--- src/rtl/fetch_ctrl.sv ---
// Dual-issue fetch sequencer: owns the fetch PC, drives the synchronous pair ROM,
// buffers returned instruction pairs and hands them to decode over valid/ready.
module fetch_ctrl #(
   parameter logic [31:0] RESET_PC = 32'h0000_0000,
   parameter int          DEPTH    = 2,
   parameter int          ROM_AW   = 10
) (
   input  logic              clk,
   input  logic              rst_n,
   output logic [ROM_AW-1:0] rom_addr,
   input  logic [31:0]       rom_instr1,
   input  logic [31:0]       rom_instr2,
   input  logic              redirect_valid,
   input  logic [31:0]       redirect_pc,
   output logic              out_valid,
   input  logic              out_ready,
   output logic [31:0]       out_pc,
   output logic [31:0]       out_instr1,
   output logic [31:0]       out_instr2,
   output logic              out_valid2,
   output logic              misalign_err
);

   localparam int          PW  = (DEPTH > 1) ? $clog2(DEPTH) : 1;
   localparam int          CW  = $clog2(DEPTH + 1);
   localparam logic [31:0] NOP = 32'h0000_0013;

   logic [31:0]   issue_pc;
   logic [31:0]   inflight_pc;
   logic          inflight;
   logic          inflight_last;
   logic [31:0]   fetch_pc;
   logic          last;
   logic          issue;
   logic          push;
   logic          pop;
   logic [CW:0]   occ;

   logic [31:0]   mem_pc [DEPTH];
   logic [31:0]   mem_i1 [DEPTH];
   logic [31:0]   mem_i2 [DEPTH];
   logic          mem_v2 [DEPTH];
   logic [PW-1:0] rd_ptr;
   logic [PW-1:0] wr_ptr;
   logic [CW-1:0] count;

   // A redirect steers the ROM address in the same cycle so the new target is fetched on that edge.
   assign fetch_pc = redirect_valid ? {redirect_pc[31:2], 2'b00} : issue_pc;
   assign rom_addr = fetch_pc[ROM_AW+1:2];
   assign last     = &rom_addr;

   assign out_valid  = (count != '0) && !redirect_valid;
   assign pop        = out_valid && out_ready;
   assign push       = inflight && !redirect_valid;
   assign occ        = {1'b0, count} + (CW+1)'(inflight) - (CW+1)'(pop);
   assign issue      = redirect_valid || (occ < (CW+1)'(DEPTH));

   assign out_pc     = mem_pc[rd_ptr];
   assign out_instr1 = mem_i1[rd_ptr];
   assign out_instr2 = mem_i2[rd_ptr];
   assign out_valid2 = out_valid && mem_v2[rd_ptr];

   function automatic logic [PW-1:0] ptrNext(input logic [PW-1:0] p);
      return (p == PW'(DEPTH - 1)) ? '0 : p + PW'(1);
   endfunction

   always_ff @(posedge clk or negedge rst_n) begin
      if (!rst_n) begin
         issue_pc      <= RESET_PC;
         inflight      <= 1'b0;
         inflight_last <= 1'b0;
         inflight_pc   <= '0;
         misalign_err  <= 1'b0;
      end else begin
         misalign_err <= redirect_valid && (redirect_pc[1:0] != 2'b00);
         inflight     <= issue;
         if (issue) begin
            inflight_last <= last;
            inflight_pc   <= fetch_pc;
            issue_pc      <= fetch_pc + (last ? 32'd4 : 32'd8);
         end
      end
   end

   // Pair FIFO; a redirect drops everything queued and the killed read is never pushed.
   always_ff @(posedge clk or negedge rst_n) begin
      if (!rst_n) begin
         rd_ptr <= '0;
         wr_ptr <= '0;
         count  <= '0;
         for (int i = 0; i < DEPTH; i++) begin
            mem_pc[i] <= '0;
            mem_i1[i] <= NOP;
            mem_i2[i] <= NOP;
            mem_v2[i] <= 1'b0;
         end
      end else if (redirect_valid) begin
         rd_ptr <= '0;
         wr_ptr <= '0;
         count  <= '0;
      end else begin
         if (push) begin
            mem_pc[wr_ptr] <= inflight_pc;
            mem_i1[wr_ptr] <= rom_instr1;
            mem_i2[wr_ptr] <= rom_instr2;
            mem_v2[wr_ptr] <= !inflight_last;
            wr_ptr         <= ptrNext(wr_ptr);
         end
         if (pop) begin
            rd_ptr <= ptrNext(rd_ptr);
         end
         count <= count + CW'(push) - CW'(pop);
      end
   end

   assert property (@(posedge clk) disable iff (!rst_n)
      !(push && !pop && (count == CW'(DEPTH))));

endmodule

--- config.mk ---
export PLATFORM = sky130hd
export DESIGN_NAME = fetch_ctrl
export DESIGN_NICKNAME = d
export VERILOG_FILES = /design/src/rtl/fetch_ctrl.sv
export SDC_FILE = /design/constraint.sdc
export NUM_CORES = 1
export LEC_CHECK = 0
export BUFFER_PORTS_ARGS = -buffer_cell sky130_fd_sc_hd__buf_2
export CAP_MARGIN = 25
export CORE_UTILIZATION = 45
export CTS_CLUSTER_DIAMETER = 120
export DETAILED_ROUTE_END_ITERATION = 8
export PLACE_DENSITY = 0.73
export SLEW_MARGIN = 25
export SYNTH_ARGS = -nofsm -noshare
export SYNTH_HDL_FRONTEND = slang
export SYNTH_SLANG_ARGS = --single-unit
--- constraint.sdc ---
create_clock -name clk -period 6.3 [get_ports clk]
set_input_delay 0.63 -clock clk [delete_from_list [all_inputs] [get_ports clk]]
set_output_delay 0.63 -clock clk [all_outputs]
set_load 0.05 [all_outputs]
==> flow_metrics.env, run 1 <==
export IMPL_die_w_um=167
export IMPL_drive_gt1_share_pct=49.7
export IMPL_num_rows=60
export IMPL_grtUsageTotal_pct=18.9
export IMPL_layout_commonest_cell="mux2_2"
export IMPL_grt_max_degree=105
export IMPL_relSlewSlack_pct=39.7
export IMPL_ys_ff_latch=257
export IMPL_finalHoldViolCount=0
export IMPL_period_share_pct=61.4
export IMPL_cts_setup_buffers=0
export IMPL_worst_slew_pin_slew_ns=0.904
export IMPL_peakVddDrop_mv=0.272
export IMPL_slew_violations=0
export IMPL_yosys_warnings=0
export IMPL_synthCells=957
export IMPL_critPathCaptureType="flip-flop"
export IMPL_clkTransAtPathRegs_ns=0.06
export IMPL_required_ns=6.67
export IMPL_worstSetupPathType="reg -> reg"
export IMPL_synth_edf_count=0
export IMPL_cp_top_family="simple AND/OR/NAND/NOR gates"
export IMPL_setup_viol=0
export IMPL_die_h_um=167
export IMPL_num_fill_cells=2285
export IMPL_synthesis_area_um2=12200
export IMPL_fin_setup_tns_ns=0
export IMPL_antenna_found_initial=2
export IMPL_path_max_fanout=27
export IMPL_path_cells="nor2_1 -> nor2_1 -> and2_1 -> ha_1 -> inv_1 -> nand2_1 -> fa_1 -> xnor2_1 -> and2_1 -> nor2_1 -> clkinv_1 -> buf_8 -> nor2_1 -> a21oi_1"
export IMPL_grt_pass1_wl_um=42900
export IMPL_wl_per_cell_um=17.3
export IMPL_worstReg2RegStart="count[1]"
export IMPL_port_buffers=206
export IMPL_cts_root_buf="clkbuf_16"
export IMPL_p_leak_uw=0.00639
export IMPL_cts_resized=0
export IMPL_drt_pass1_iter_count=4
export IMPL_drv_cap=0
export IMPL_fin_nets=1245
export IMPL_synth_cell_type_count=51
export IMPL_syn_area_per_cell_um2=12.8
export IMPL_fin_crit_ns=3.87
export IMPL_drt_antenna_violating_nets=0
export IMPL_via_per_inst=5.30
export IMPL_design_core_area_um2=26800
export IMPL_numCtsBuffers=29
export IMPL_worstPathArrival_ns=4.24
export IMPL_cts_buffer_depth=3
export IMPL_worst_path_max_delay_cell="nor2_1"
export IMPL_area_growth_pct=18.5
export IMPL_hold_class="in -> async"
export IMPL_cts_tree="done"
export IMPL_cp_startpoint="count[1]"
export IMPL_ys_seq_area_share_pct=52.6
export IMPL_fin_skew_ns=0.00919
export IMPL_insertion_delay_ns=0.53
export IMPL_async_flop_share_pct=100
export IMPL_die_area_um2=27900
export IMPL_r2r_slack_ns=2.43
export IMPL_fmax_ghz=0.258
export IMPL_final_cell_mix="289 x mux2_2, 244 x dfrtp_1, 204 x buf_2, 55 x nor2_1, 47 x nand2_1"
export IMPL_start_util_pct=45.7
export IMPL_vias=7973
export IMPL_h_tree_depth=1
export IMPL_path_buf_inv=3
export IMPL_gp_congestion=0.770
export IMPL_cts_hold_buffers_added=0
export IMPL_detail_route_iter0_violations=443
export IMPL_grt_pass1_vias=8195
export IMPL_detailed_place_hpwl_um=17100
export IMPL_gr_total_overflow=0
export IMPL_drc=0
export IMPL_rsz0062_at_grt="no"
export IMPL_synthFlopType="dfrtp_1"
export IMPL_fin_hold_ws_ns=0.138
export IMPL_power_density_nw_per_um2=625
export IMPL_wl_um=26000
export IMPL_top_level_ports=209
export IMPL_cts_sinks=257
export IMPL_status="completed"
export IMPL_worst_path_most_repeated_cell="nor2_1"
export IMPL_max_stage_delay_ns=0.67
export IMPL_startpoint_type="flip-flop"
==> routing by layer <==
layer  wire length [um]  global-route usage [%]
met2              12100                    30.6
met1              11900                    26.0
met3               1500                    3.92
met5                  0                       0
met4                512                    4.47
==> area by class of cell <==
type / instances / area (um2) / share of cell area, %
multi-input cells: 618 / 5430 / 37.4
clock buffers: 44 / 852 / 5.87
well taps: 341 / 427 / 2.94
repair buffers: 214 / 1130 / 7.79
inverters: 18 / 67.6 / 0.466
flip-flops and latches: 257 / 6450 / 44.4
clock inverters: 9 / 148 / 1.02
diodes: 2 / 5.00 / 0.0345
==> cells by family (layout without fill, tap and decap cells) <==
| kind of cell | after synthesis | in the layout | synth area share (%) |
|---|---|---|---|
| AO/OA/AOI/OAI | 64 | 64 | 3.18 |
| XOR/XNOR | 47 | 47 | 3.36 |
| adder cells (fa/ha/maj) | 7 | 7 | 0.838 |
| buffers and inverters | 83 | 285 | 3.17 |
| flip-flops | 257 | 257 | 52.6 |
| multiplexers | 329 | 329 | 29.8 |
| other | 1 | 4 | 0.0306 |
| AND/OR/NAND/NOR | 169 | 169 | 6.97 |
==> registers in the layout, indices dropped and copies added (netlist names) <==
signal / flops
mem_pc: 60
wr_ptr: 1
rd_ptr: 1
inflight_last: 1
mem_i1: 64
count: 2
misalign_err: 1
inflight: 1
inflight_pc: 30
mem_v2: 2
mem_i2: 64
issue_pc: 30
==> power breakdown <==
part	switching (uW)	internal, uW	leakage [uW]
combinational	2810	1610	0.00288
sequential	440	2470	0.00302
clock	653	1090	0.000489
total	3900	5170	0.00639
==> path summary, 6_finish.rpt <==
path	to	depth (start not counted)
worst max-delay path	inflight_pc[4]	14
worst min-delay path	mem_i2[9]	1
worst max register to register	inflight_pc[4]	14
worst min register to register	mem_v2[0]	2
max in group asynchronous	mem_i2[24]	2
min in group clk	misalign_err	2
==> cells in the mapped netlist, drive strengths merged, types with 2 or more instances <==
master | instances | area (um2)
dfstp | 12 | 315
mux2 | 289 | 3250
a222oi | 2 | 20.0
inv | 17 | 63.8
nand4 | 5 | 43.8
a22oi | 4 | 30.0
a31oi | 2 | 12.5
xnor2 | 38 | 333
nand2b | 2 | 12.5
and2 | 4 | 25.0
nor4 | 5 | 37.5
a32o | 2 | 20.0
a21oi | 22 | 110
clkbuf | 27 | 101
nand3b | 7 | 52.6
mux2i | 40 | 400
and4 | 2 | 18.8
a211oi | 2 | 27.5
dfrtp | 245 | 6130
ha | 5 | 62.6
nand3 | 15 | 80.1
nand4b | 4 | 50.1
o21ai | 25 | 125
nor2b | 5 | 31.3
and3 | 2 | 12.5
nor2 | 55 | 206
buf | 38 | 219
nor3 | 11 | 55.1
xor2 | 9 | 78.8
fa | 2 | 40.0
nand2 | 48 | 180
==> metrics by stage <==
stage	area (um2)	std cells	total power [uW]	util (%)	setup slack, ns
6_report	14500	1503	9070	54.2	2.43
4_1_cts	14500	1500	9150	54.1	1.92
3_5_place_dp	13500	1447	7370	50.3	1.64
3_3_place_gp	13500	1447	7260	50.3	1.86
2_1_floorplan	12300	958	6430	-	2.02
5_1_grt	14500	1501	9570	54.1	2.06
Note: power is estimated with default switching activity, not from simulation.
==> run 2: changes to the inputs <==
--- a/config.mk
+++ b/config.mk
@@ -5,12 +5,13 @@
 export SDC_FILE = /design/constraint.sdc
 export NUM_CORES = 1
 export LEC_CHECK = 0
+export ABC_AREA = 1
 export BUFFER_PORTS_ARGS = -buffer_cell sky130_fd_sc_hd__buf_2
 export CAP_MARGIN = 25
 export CORE_UTILIZATION = 45
 export CTS_CLUSTER_DIAMETER = 120
 export DETAILED_ROUTE_END_ITERATION = 8
-export PLACE_DENSITY = 0.73
+export PLACE_DENSITY = 0.76
 export SLEW_MARGIN = 25
 export SYNTH_ARGS = -nofsm -noshare
 export SYNTH_HDL_FRONTEND = slang
==> constraint.sdc (replaced) <==
create_clock -name clk -period 3.25 [get_ports clk]
set_input_delay 0.325 -clock clk [delete_from_list [all_inputs] [get_ports clk]]
set_output_delay 0.325 -clock clk [all_outputs]
set_load 0.05 [all_outputs]
==> run 2 against run 1 <==
- global-route usage increased by 1.4 points
- non-clock buffer count increased by 15
- fmax increased by 36%
- critical path depth unchanged
- count of clock-buffer cells in the layout decreased by 5
- combinational power increased by 79%
- clock power increased by 100%
- cell count increased by 24%
- routed wire length increased by 5.3%
- sequential share of layout area increased by 0.63 points
- power increased by 86%
- critical path type unchanged
==> flow_metrics.env, run 2 <==
export IMPL_relSlewSlack_pct=55.1
export IMPL_wl_um=27400
export IMPL_insertion_delay_ns=0.53
export IMPL_num_fill_cells=2308
export IMPL_fin_crit_ns=2.85
export IMPL_final_cell_area_um2=14300
export IMPL_synth_top_cell_by_area="dfrtp_1"
export IMPL_synthCells=1327
export IMPL_fin_setup_tns_ns=0
export IMPL_drt_antenna_violating_nets=0
export IMPL_synth_edf_count=0
export IMPL_cts_tree="done"
export IMPL_synth_top_area_share_pct=51.3
export IMPL_drc=0
export IMPL_rsz0062_at_grt="no"
export IMPL_syn_area_per_cell_um2=9.01
export IMPL_synth_top_cells_by_area="dfrtp_1 51%, nand2_1 12%, o21ai_0 9.3%, mux2_2 8.9%, inv_1 4.3%"
export IMPL_port_buffers=206
export IMPL_place_area_um2=13300
export IMPL_die_h_um=165
export IMPL_path_max_fanout=57
export IMPL_drt_pass1_iter_count=5
export IMPL_fin_skew_ns=0.00566
export IMPL_top_level_ports=209
export IMPL_async_flop_share_pct=100
export IMPL_power_density_nw_per_um2=1180
export IMPL_detail_route_iter0_violations=644
export IMPL_slew_violations=0
export IMPL_startpoint_type="flip-flop"
export IMPL_diodes=0
export IMPL_worst_slew_pin_slew_ns=0.673
export IMPL_period_share_pct=87.8
export IMPL_hold_class="in -> reg"
export IMPL_status="completed"
export IMPL_die_area_um2=27200
export IMPL_cts_buffer_depth=3
export IMPL_grt_max_degree=110
export IMPL_synthesis_area_um2=12000
export IMPL_required_ns=3.69
export IMPL_design_core_area_um2=26100
export IMPL_die_w_um=165
export IMPL_wl_per_cell_um=14.7
export IMPL_yosysMostFrequentCell="nand2_1"
export IMPL_synth_cell_type_count=36
export IMPL_cts_sinks=257
export IMPL_vias=9291
export IMPL_final_cell_mix="370 x nand2_1, 244 x dfrtp_1, 222 x o21ai_0, 205 x buf_2, 137 x inv_1"
export IMPL_top_regs="mem_i1 x64, mem_i2 x64, mem_pc x60"
export IMPL_gp_congestion=0.879
export IMPL_fmax_ghz=0.351
export IMPL_clkTransAtPathRegs_ns=0.06
export IMPL_worstPathArrival_ns=3.30
export IMPL_drv_cap=0
export IMPL_ys_seq_area_share_pct=53.9
export IMPL_synthFlopType="dfrtp_1"
export IMPL_r2r_slack_ns=0.40
export IMPL_via_per_inst=5.00
export IMPL_yosys_warnings=0
export IMPL_ys_ff_latch=257
export IMPL_numCtsBuffers=28
export IMPL_peakVddDrop_mv=0.803
export IMPL_antenna_found_initial=0
export IMPL_num_rows=59
export IMPL_layout_commonest_cell="nand2_1"
export IMPL_netlist_top_cells_count="373 x nand2_1, 245 x dfrtp_1, 222 x o21ai_0"
export IMPL_worstSetupPathType="reg -> reg"
export IMPL_h_tree_depth=1
export IMPL_gr_total_overflow=0
export IMPL_fin_hold_ws_ns=0.0404
export IMPL_critPathCaptureType="flip-flop"
export IMPL_setup_viol=0
export IMPL_finalHoldViolCount=0
export IMPL_area_growth_pct=19.7
export IMPL_cts_root_buf="clkbuf_16"
export IMPL_drive_gt1_share_pct=27.5
export IMPL_grt_pass1_wl_um=44600
export IMPL_cts_resized=0
export IMPL_p_leak_uw=0.00728
export IMPL_start_util_pct=45.9
export IMPL_grtUsageTotal_pct=20.3
export IMPL_detailed_place_hpwl_um=18500
export IMPL_fin_nets=1610
export IMPL_grt_pass1_vias=9057
-- run 2: layout make-up --
class                           count  area [um2]  share of cell area, %
Multi-Input combinational cell    846        4570                   31.9
Sequential cell                   257        6450                   45.1
Clock inverter                     13         225                   1.57
Inverter                          141         529                   3.70
Tap cell                          335         419                   2.93
Clock buffer                       39         813                   5.68
Timing Repair Buffer              229        1300                   9.11
-- run 2: what timing repair did --
action,CTS,global route
hold buffers,1,0
buffers inserted,0,0
endpoints found under the hold margin,79,0
-- run 2: where the power goes --
part | switching, uW | internal, uW | total, uW
logic | 5590 | 2300 | 7890
clock network | 1270 | 2220 | 3490
registers | 772 | 4750 | 5520
total | 7630 | 9270 | 16900
-- run 2: stage by stage --
| stage | cells | util, % | setup slack [ns] | total power (uW) |
|---|---|---|---|---|
| after global routing | 1860 | 54.9 | 0.0911 | 18000 |
| after detailed placement | 1807 | 50.9 | 0.0496 | 13500 |
| final | 1860 | 54.9 | 0.398 | 16900 |
| after floorplan | 1328 | - | 0.176 | 11500 |
| after CTS | 1860 | 54.9 | 0.403 | 17000 |
| after global placement | 1807 | 50.9 | 0.163 | 13200 |
-- run 2: cell families (layout without fill, tap and decap cells) --
logic type | count (synthesis) | in the layout | share of synthesized area [%]
flip-flops | 257 | 257 | 53.9
other | 1 | 2 | 0.0314
XOR/XNOR | 8 | 8 | 0.586
buffers and inverters | 225 | 422 | 8.15
multiplexers | 95 | 95 | 8.95
AND/OR/NAND/NOR | 487 | 487 | 16.8
AO/OA/AOI/OAI | 247 | 247 | 10.7
adder cells (fa/ha/maj) | 7 | 7 | 0.858
-- run 2: final timing paths --
kind	startpoint	endpoint	depth (start not counted)
hold reg to reg	mem_pc[31]	mem_pc[31]	2
min in group asynchronous	rst_n	issue_pc[15]	2
hold / removal	rom_instr1[4]	mem_i1[36]	3
setup / recovery	count[1]	issue_pc[12]	14
setup reg to reg	count[1]	issue_pc[12]	14
max in group asynchronous	rst_n	mem_i2[1]	3
-- run 2: layer usage --
layer	up-vias	global-route usage, %	wire (um)
met1	4397	28.0	12500
met5	-	0	0
met4	0	5.00	585
li1	4596	-	-
met3	37	3.39	1710
met2	261	33.0	12600
-- run 2: worst max-delay path, cell delays in order, from the launching register on --
cell and delay (ns):
dfrtp_1 0.41, inv_1 0.10, a21oi_4 0.16, nand2_1 0.10, inv_1 0.07, ha_1 0.21, inv_1 0.08, nand2_1 0.07
fa_1 0.37, xnor2_1 0.14, nand2_1 0.08, nand2_2 0.09, buf_4 0.47, nand2_1 0.19, o211ai_1 0.22
